[src/rtl/ddr_burst_arbiter.sv]
// ---------------------------------------------------------------------------
// ddr_burst_arbiter
//
// Schedules full-length bursts between the user-side write/read FIFOs and the
// AXI DDR3 master. One burst is in flight at a time. When both directions are
// eligible they alternate (round-robin). Burst start addresses come from two
// independent pointers that walk a circular region each and wrap back to the
// region base. No traffic is granted until MIG calibration has completed.
//
// Ports:
//   clk, reset             DDR user clock, asynchronous active-high reset
//   init_calib_complete    MIG calibration done (gates new grants only)
//   wr_fifo_cnt            beats available in the write FIFO
//   rd_fifo_cnt            beats occupied in the read FIFO
//   rd_enable              read traffic permitted
//   wr_addr_clr/rd_addr_clr  pulse: return pointer to its base (deferred
//                          while a burst of that direction is in flight)
//   wr_burst_req/addr      write burst request + start address
//   wr_burst_ack/done      master accepted / write response received
//   rd_burst_req/addr      read burst request + start address
//   rd_burst_ack/done      master accepted / last read beat received
//   wr_wrap/rd_wrap        one-cycle pulse when a pointer wraps to base
//   busy                   arbiter is not idle
// ---------------------------------------------------------------------------
module ddr_burst_arbiter #(
   parameter int ADDR_WIDTH     = 30,
   parameter int BURST_LEN      = 64,
   parameter int BYTES_PER_BEAT = 16,
   parameter int FIFO_DEPTH     = 512,   // must be >= BURST_LEN
   parameter int CNT_WIDTH      = 10,
   parameter int WR_BASE        = 0,
   parameter int RD_BASE        = 0,
   parameter int REGION_BYTES   = 4096   // nonzero multiple of a burst
) (
   input  logic                  clk,
   input  logic                  reset,
   input  logic                  init_calib_complete,
   input  logic [CNT_WIDTH-1:0]  wr_fifo_cnt,
   input  logic [CNT_WIDTH-1:0]  rd_fifo_cnt,
   input  logic                  rd_enable,
   input  logic                  wr_addr_clr,
   input  logic                  rd_addr_clr,
   output logic                  wr_burst_req,
   output logic [ADDR_WIDTH-1:0] wr_burst_addr,
   input  logic                  wr_burst_ack,
   input  logic                  wr_burst_done,
   output logic                  rd_burst_req,
   output logic [ADDR_WIDTH-1:0] rd_burst_addr,
   input  logic                  rd_burst_ack,
   input  logic                  rd_burst_done,
   output logic                  wr_wrap,
   output logic                  rd_wrap,
   output logic                  busy
);

   localparam int BURST_BYTES = BURST_LEN * BYTES_PER_BEAT;

   // Pointer arithmetic is one bit wider than the address so the
   // end-of-region compare cannot overflow.
   localparam logic [ADDR_WIDTH:0]   C_BURST_BYTES = (ADDR_WIDTH+1)'(BURST_BYTES);
   localparam logic [ADDR_WIDTH:0]   C_WR_END      = (ADDR_WIDTH+1)'(WR_BASE + REGION_BYTES);
   localparam logic [ADDR_WIDTH:0]   C_RD_END      = (ADDR_WIDTH+1)'(RD_BASE + REGION_BYTES);
   localparam logic [ADDR_WIDTH-1:0] C_WR_BASE     = ADDR_WIDTH'(WR_BASE);
   localparam logic [ADDR_WIDTH-1:0] C_RD_BASE     = ADDR_WIDTH'(RD_BASE);

   // Free space >= BURST_LEN is rewritten as fill <= DEPTH - BURST_LEN,
   // which avoids a signed subtraction when the fill count is out of range.
   localparam logic [CNT_WIDTH:0]    C_BURST_LEN   = (CNT_WIDTH+1)'(BURST_LEN);
   localparam logic [CNT_WIDTH:0]    C_RD_MAX_FILL = (CNT_WIDTH+1)'(FIFO_DEPTH - BURST_LEN);

   typedef enum logic [2:0] {
      S_IDLE,
      S_WR_REQ,
      S_WR_WAIT,
      S_RD_REQ,
      S_RD_WAIT
   } state_t;

   state_t                r_state;
   state_t                w_state_next;
   logic                  r_last_wr;
   logic                  w_last_wr_next;
   logic [ADDR_WIDTH-1:0] r_wr_ptr;
   logic [ADDR_WIDTH-1:0] w_wr_ptr_next;
   logic [ADDR_WIDTH-1:0] r_rd_ptr;
   logic [ADDR_WIDTH-1:0] w_rd_ptr_next;
   logic                  r_wr_pend;
   logic                  w_wr_pend_next;
   logic                  r_rd_pend;
   logic                  w_rd_pend_next;
   logic                  r_wr_wrap;
   logic                  w_wr_wrap_next;
   logic                  r_rd_wrap;
   logic                  w_rd_wrap_next;
   logic                  r_wr_req;
   logic                  r_rd_req;
   logic                  r_busy;

   logic                  w_wr_ok;
   logic                  w_rd_ok;
   logic [ADDR_WIDTH:0]   w_wr_sum;
   logic [ADDR_WIDTH:0]   w_rd_sum;
   logic                  w_wr_finish;
   logic                  w_rd_finish;

   assign w_wr_ok  = init_calib_complete && ({1'b0, wr_fifo_cnt} >= C_BURST_LEN);
   assign w_rd_ok  = init_calib_complete && rd_enable && ({1'b0, rd_fifo_cnt} <= C_RD_MAX_FILL);

   assign w_wr_sum = {1'b0, r_wr_ptr} + C_BURST_BYTES;
   assign w_rd_sum = {1'b0, r_rd_ptr} + C_BURST_BYTES;

   always_comb begin
      w_state_next   = r_state;
      w_last_wr_next = r_last_wr;
      w_wr_ptr_next  = r_wr_ptr;
      w_rd_ptr_next  = r_rd_ptr;
      // A clear pulse is remembered until the arbiter can apply it safely.
      w_wr_pend_next = r_wr_pend | wr_addr_clr;
      w_rd_pend_next = r_rd_pend | rd_addr_clr;
      w_wr_wrap_next = 1'b0;
      w_rd_wrap_next = 1'b0;
      w_wr_finish    = 1'b0;
      w_rd_finish    = 1'b0;

      case (r_state)
         S_IDLE: begin
            // Pending clears take effect before arbitration so a burst
            // granted in this same cycle already starts at the base.
            if (r_wr_pend) begin
               w_wr_ptr_next  = C_WR_BASE;
               w_wr_pend_next = wr_addr_clr;
            end
            if (r_rd_pend) begin
               w_rd_ptr_next  = C_RD_BASE;
               w_rd_pend_next = rd_addr_clr;
            end
            // Write wins unless read is also eligible and write went last.
            if (w_wr_ok && (!w_rd_ok || !r_last_wr)) begin
               w_state_next   = S_WR_REQ;
               w_last_wr_next = 1'b1;
            end else if (w_rd_ok) begin
               w_state_next   = S_RD_REQ;
               w_last_wr_next = 1'b0;
            end
         end
         S_WR_REQ: begin
            if (wr_burst_ack) begin
               // ack+done together behaves as ack followed by done.
               if (wr_burst_done) w_wr_finish  = 1'b1;
               else               w_state_next = S_WR_WAIT;
            end
         end
         S_WR_WAIT: begin
            if (wr_burst_done) w_wr_finish = 1'b1;
         end
         S_RD_REQ: begin
            if (rd_burst_ack) begin
               if (rd_burst_done) w_rd_finish  = 1'b1;
               else               w_state_next = S_RD_WAIT;
            end
         end
         S_RD_WAIT: begin
            if (rd_burst_done) w_rd_finish = 1'b1;
         end
         default: begin
            w_state_next = S_IDLE;
         end
      endcase

      // Burst completion: a deferred clear overrides the advance and
      // suppresses the wrap pulse.
      if (w_wr_finish) begin
         w_state_next = S_IDLE;
         if (r_wr_pend) begin
            w_wr_ptr_next  = C_WR_BASE;
            w_wr_pend_next = wr_addr_clr;
         end else if (w_wr_sum < C_WR_END) begin
            w_wr_ptr_next  = w_wr_sum[ADDR_WIDTH-1:0];
         end else begin
            w_wr_ptr_next  = C_WR_BASE;
            w_wr_wrap_next = 1'b1;
         end
      end
      if (w_rd_finish) begin
         w_state_next = S_IDLE;
         if (r_rd_pend) begin
            w_rd_ptr_next  = C_RD_BASE;
            w_rd_pend_next = rd_addr_clr;
         end else if (w_rd_sum < C_RD_END) begin
            w_rd_ptr_next  = w_rd_sum[ADDR_WIDTH-1:0];
         end else begin
            w_rd_ptr_next  = C_RD_BASE;
            w_rd_wrap_next = 1'b1;
         end
      end
   end

   // Outputs are registered from the next-state value so req/busy line up
   // with the state they describe.
   always_ff @(posedge clk or posedge reset) begin
      if (reset) begin
         r_state   <= S_IDLE;
         r_last_wr <= 1'b0;
         r_wr_ptr  <= C_WR_BASE;
         r_rd_ptr  <= C_RD_BASE;
         r_wr_pend <= 1'b0;
         r_rd_pend <= 1'b0;
         r_wr_wrap <= 1'b0;
         r_rd_wrap <= 1'b0;
         r_wr_req  <= 1'b0;
         r_rd_req  <= 1'b0;
         r_busy    <= 1'b0;
      end else begin
         r_state   <= w_state_next;
         r_last_wr <= w_last_wr_next;
         r_wr_ptr  <= w_wr_ptr_next;
         r_rd_ptr  <= w_rd_ptr_next;
         r_wr_pend <= w_wr_pend_next;
         r_rd_pend <= w_rd_pend_next;
         r_wr_wrap <= w_wr_wrap_next;
         r_rd_wrap <= w_rd_wrap_next;
         r_wr_req  <= (w_state_next == S_WR_REQ);
         r_rd_req  <= (w_state_next == S_RD_REQ);
         r_busy    <= (w_state_next != S_IDLE);
      end
   end

   assign wr_burst_req  = r_wr_req;
   assign rd_burst_req  = r_rd_req;
   assign wr_burst_addr = r_wr_ptr;
   assign rd_burst_addr = r_rd_ptr;
   assign wr_wrap       = r_wr_wrap;
   assign rd_wrap       = r_rd_wrap;
   assign busy          = r_busy;

endmodule

[config.mk]
export PLATFORM = sky130hd
export DESIGN_NAME = ddr_burst_arbiter
export DESIGN_NICKNAME = d
export VERILOG_FILES = /design/src/rtl/ddr_burst_arbiter.sv
export SDC_FILE = /design/constraint.sdc
export NUM_CORES = 1
export LEC_CHECK = 0
export ABC_AREA = 1
export CAP_MARGIN = 10
export CORE_MARGIN = 4
export CORE_UTILIZATION = 26
export DETAILED_ROUTE_END_ITERATION = 16
export PLACE_DENSITY_LB_ADDON = 0.15
export RECOVER_POWER = 50
export SYNTH_ARGS = -nofsm -noshare
export SYNTH_HDL_FRONTEND = slang
export SYNTH_SLANG_ARGS = --single-unit
[constraint.sdc]
create_clock -name clk -period 4.8 [get_ports clk]
set_clock_uncertainty 0.2 [all_clocks]
set_input_delay 0.48 -clock clk [delete_from_list [all_inputs] [get_ports clk]]
set_output_delay 0.48 -clock clk [all_outputs]
set_load 0.01 [all_outputs]
# Word level (Yosys, flattened, before mapping)
# Cells that the tools add are included.
# W data, S select, Z words.
[op_classes]
addsub = 2
magnitude_cmp = 4
n_eq_ne = 6
n_mux = 41
bitwise = 2
n_reduce_logical = 18
[ops]
columns = ["operator", "n"]
rows = [
  ["$mux W30", 10],
  ["$add A30 B11 Y31 const B", 2],
  ["$lt A31 B13 Y1 const B", 2],
  ["$mux W3", 8],
  ["$mux W1", 20],
  ["$pmux W3 S4", 1],
  ["$ge A10 B7 Y1 const B", 1],
  ["$le A10 B9 Y1 const B", 1],
  ["$reduce_bool A2 Y1", 5],
  ["$eq A3 B2 Y1 const B", 3],
  ["$eq A3 B1 Y1 const B", 2],
  ["$reduce_and A2 Y1", 3],
  ["$logic_and A1 B1 Y1", 4],
  ["$pmux W1 S2", 2],
  ["$eq A3 B3 Y1 const B", 1],
  ["$logic_not A3 Y1", 1],
  ["$reduce_bool A3 Y1", 1],
  ["$logic_not A1 Y1", 2],
  ["$or A1 B1 Y1", 2],
  ["$reduce_or A2 Y1", 1],
  ["$logic_or A1 B1 Y1", 1],
]
[word_totals]
reg_bits = 71
inputBits = 30
output_inout_bits = 65
wordCells = 84

# Depth between registers and ports, before layout
[depth]
word_depth = 10
ltp_mapped = 13
depth_no_buf = 13

# Worst setup path after synthesis
# No wires, ideal clock.
[synth_path]
kind = "flip-flop to flip-flop"
from = "register r_rd_ptr[10], in the netlist rd_burst_addr[10]"
to = "register r_rd_wrap, in the netlist rd_wrap"
setup_time_ns = 0.113
t_arrival_ns = 1.531
required_time_ns = 4.487
setup_slack_ns = 2.956
path_stages_with_launch = 13
n_path_buf = 0
period_less_slack_ns = 1.844
cell_sequence = "dfrtp_1 -> ha_1 -> nand2_1 -> inv_1 -> nand3_1 -> nor2_1 -> nand3_1 -> nand2_1 -> inv_1 -> nor2_2 -> nand3_1 -> nand2_1 -> inv_1"
[synth_between]
elab_chain_cells = 5
[synth_rtl]
columns = ["element", "line", "source"]
rows = [
  ["start: declaration", "85", "logic [ADDR_WIDTH-1:0] r_rd_ptr;"],
  ["start signal: assignment", "217", "r_rd_ptr <= w_rd_ptr_next;"],
  ["$add A30 B11 Y31", "110", "assign w_rd_sum = {1'b0, r_rd_ptr} + C_BURST_BYTES;"],
  ["$lt A31 B13 Y1", "189", "end else if (w_rd_sum < C_RD_END) begin"],
  ["$mux W1", "189", ""],
  ["$mux W1", "186", "if (r_rd_pend) begin"],
  ["$mux W1", "184", "if (w_rd_finish) begin"],
  ["named net w_rd_wrap_next", "94", "logic w_rd_wrap_next;"],
  ["end signal: assignment", "221", "r_rd_wrap <= w_rd_wrap_next;"],
  ["end: declaration", "93", "logic r_rd_wrap;"],
]
# The timed path passes the listed nets, and every way through them passes these cells.
# A chain may end at the register's enable or synchronous reset.

# Worst setup path after layout
[layout_path]
from = "register r_rd_ptr[11], in the netlist rd_burst_addr[11]"
to = "register r_rd_wrap, in the netlist rd_wrap"
# Same word-level chain as after synthesis.

==> metrics.txt <==
peak fanout along the critical path=6; mean post-synth cell area=6.76 um2; WL per Instance=11.7 um; Primary FF master, synth=dfrtp_1; Max transition margin=0.540; CTS Sinks=51; flip-flop and latch count after synthesis=51; Filler Cell Count=1,360; Max Root-Sink Buffers=2; most repeated cell in the gate-level netlist after synthesis=nand2_1; cells after synthesis=479; core area=12,100 um2; vertical die dimension=120 um; critical path capture point type=register; number of top-level pins=95; floorplan die area=14,300 um2; share of the core filled with cells in the final layout=0.345; clock root buffer=clkbuf_16; Skew-Pair Late Insertion Delay=0.29 ns; final net count=583; final setup violating endpoints=0; routed via count divided by cell count=4.20; wire length of the first global-routing pass=14,300 um; WL final=8450 um; largest cells by area after synthesis=dfrtp_1 (39%), nand2_1 (15%), nor2_1 (12%); flip-flop and latch area=1280 um2; delay of the slowest cell on the worst path=0.46 ns; Clock transition at path regs=0.07 ns; maximum level of the CTS H-tree=2; RSZ-0062 raised after global routing=no; total number of vias=3,026; Worst Setup Slack post-DPL=2.65 ns; achievable clock frequency=473 MHz; Worst Path Required=4.79 ns; Final Cell Area=4180 um2; startpoint type of the worst setup path=register; fraction of layout instances using a drive strength above 1=0.0580; slew at the pin closest to its max-slew limit=0.690 ns; TritonCTS clock tree=done; gr ovfl total=0; wire length the detailed router placed on met1=3980 um; Peak supply drop=171 uV; detailed placer's ending HPWL=6580 um; Pins Over Slew Limit=0; sequential area share after synthesis=0.394; run status=complete, no violations; TritonRoute pass-1 iters=4; Remaining DRCs=0; data arrival at the endpoint of the critical path=2.11 ns; global router's overall resource usage=0.122; Detailed Route Iter0 Violations=135; number of routed nets with antenna violations=0; Antenna Cells=0; max_cap viols=0; Buffers on Ports=68; number of rows in the core area=40; synthesis warning total=0; via count of the first global-routing pass=3,028; signed area change from the synthesized netlist to the final layout=29.0%; WP buf/inv=3; number of hold-slack violations in the final timing report=0; area fraction of the dominant cell type after synthesis=0.394; cts repair resizes=0; biggest area consumer among synthesized cells=dfrtp_1; total standard cell area after synthesis=3240 um2; number of buffers inserted during clock tree synthesis=5; hold-fix buffer count after cts=0; count of flip-flops with a built-in enable after synthesis=0; final worst path period share=0.441; postcts setup bufs=0; highest metal layer with signal wires=met4; final-layout worst hold slack=0.310 ns; starting density of the core=0.267; setup ws final=2.69 ns; number of antenna violations at the first check in global routing=0; Hold Path Class=reg2reg; Fin Setup TNS=0 ns; time the worst path needs with I/O delays and setup=2.11 ns; detailed-routed wire length on met3=371 um; P per Cell Area=274 nW/um2; Area after DPL=4040 um2; routability congestion estimate from global placement=0.823; met2 wire len=4010 um; library cells used by synthesis=30; Worst Setup Path Type=reg2reg; maximum number of pins on one net before global-route repair=52; die extent in x=120 um; FFs w/ async S/R, synth=1.00; ordered cell list for the critical path=ha_1, nand2_1, inv_1, nand3_1, nor2_1, nand3_1, nand2_1, inv_1, nor2_2, nand3_1, nand2_1, inv_1; Leakage Power=1.85 nW; crit path max-delay cell type=dfrtp_1; most instantiated cells after synthesis=nand2_1 (127), nor2_1 (100), inv_1 (65), dfrtp_1 (51), nand3_1 (32); area of the multi-input gates=1600 um2; cell family with the largest share of critical-path delay=simple AND/OR/NAND/NOR gates
## kinds of logic after synthesis
logic type / Yosys count / share of synthesized area
XOR/XNOR: 10 / 0.0271
other: 1 / 0.00116
flip-flops: 51 / 0.394
adder cells (fa/ha/maj): 2 / 0.00773
buffers and inverters: 93 / 0.133
AO/OA/AOI/OAI: 20 / 0.0360
AND/OR/NAND/NOR: 302 / 0.401
## path summary, 6_finish.rpt
check                      cells past startpoint  slack (ns)                           from                             to
setup / recovery                              12        2.69  rd_burst_addr[11]$_DFFE_PP0P_              rd_wrap$_DFF_PP0_
hold / removal                                 2        0.31          r_last_wr$_DFFE_PP0P_          r_last_wr$_DFFE_PP0P_
setup reg to reg                              12        2.69  rd_burst_addr[11]$_DFFE_PP0P_              rd_wrap$_DFF_PP0_
hold reg to reg                                2        0.31          r_last_wr$_DFFE_PP0P_          r_last_wr$_DFFE_PP0P_
max in group asynchronous                      3        3.32                          reset  rd_burst_addr[15]$_DFFE_PP0P_
min in group asynchronous                      3        0.62                          reset  wr_burst_addr[29]$_DFFE_PP0P_
## worst reg2reg max path: cells and delay by family (launching register included)
kind          cells  cell delay, ns
simple gates      8            0.87
flops             1            0.46
fa+ha+maj         1            0.29
buf+inv           3            0.17
## through the flow
step                      instances  total power [W]
after global placement          712         0.000811
after global routing            720          0.00122
final                           720          0.00114
after floorplan                 498         0.000707
after CTS                       720          0.00118
after detailed placement        712         0.000812
## cell usage in the layout, fill, tap and decap left out, types with 5 or more instances in the layout
| cell type | n |
|---|---|
| nand2_1 | 127 |
| nor2_1 | 100 |
| inv_1 | 66 |
| clkdlybuf4s50_1 | 62 |
| dfrtp_1 | 51 |
| nand3_1 | 32 |
| conb_1 | 20 |
| nand4_1 | 12 |
| nor2_2 | 10 |
| xor2_1 | 9 |
| o21ai_0 | 9 |
| nor3_1 | 6 |
| dlygate4sd3_1 | 6 |
| clkbuf_16 | 5 |
## routing by layer
metal | track usage | vias up
met5 | 0 | -
met4 | 0.0301 | 0
met3 | 0.0287 | 7
met2 | 0.206 | 59
met1 | 0.158 | 1372
li1 | - | 1588
## registers in the layout, summed over array words and instances, names as in the netlist
register	count
wr_wrap	1
r_state	3
wr_burst_req	1
rd_wrap	1
r_wr_pend	1
wr_burst_addr	20
rd_burst_req	1
rd_burst_addr	20
busy	1
r_rd_pend	1
r_last_wr	1
## final cells by class
| cell class | instances | area share |
|---|---|---|
| multi-input combinational | 354 | 0.383 |
| sequential | 51 | 0.306 |
| timing repair buffer | 69 | 0.165 |
| inverter | 70 | 0.0629 |
| tap | 168 | 0.0503 |
| clock buffer | 7 | 0.0318 |
| clock inverter | 1 | 0.00120 |
## where the power goes
part / switching, W / internal, W / leakage [nW]
combinational: 0.000198 / 0.0000982 / 1.08
sequential: 0.0000270 / 0.000467 / 0.695
clock: 0.000160 / 0.000193 / 0.0679
Note: power is estimated with default switching activity, not from simulation.
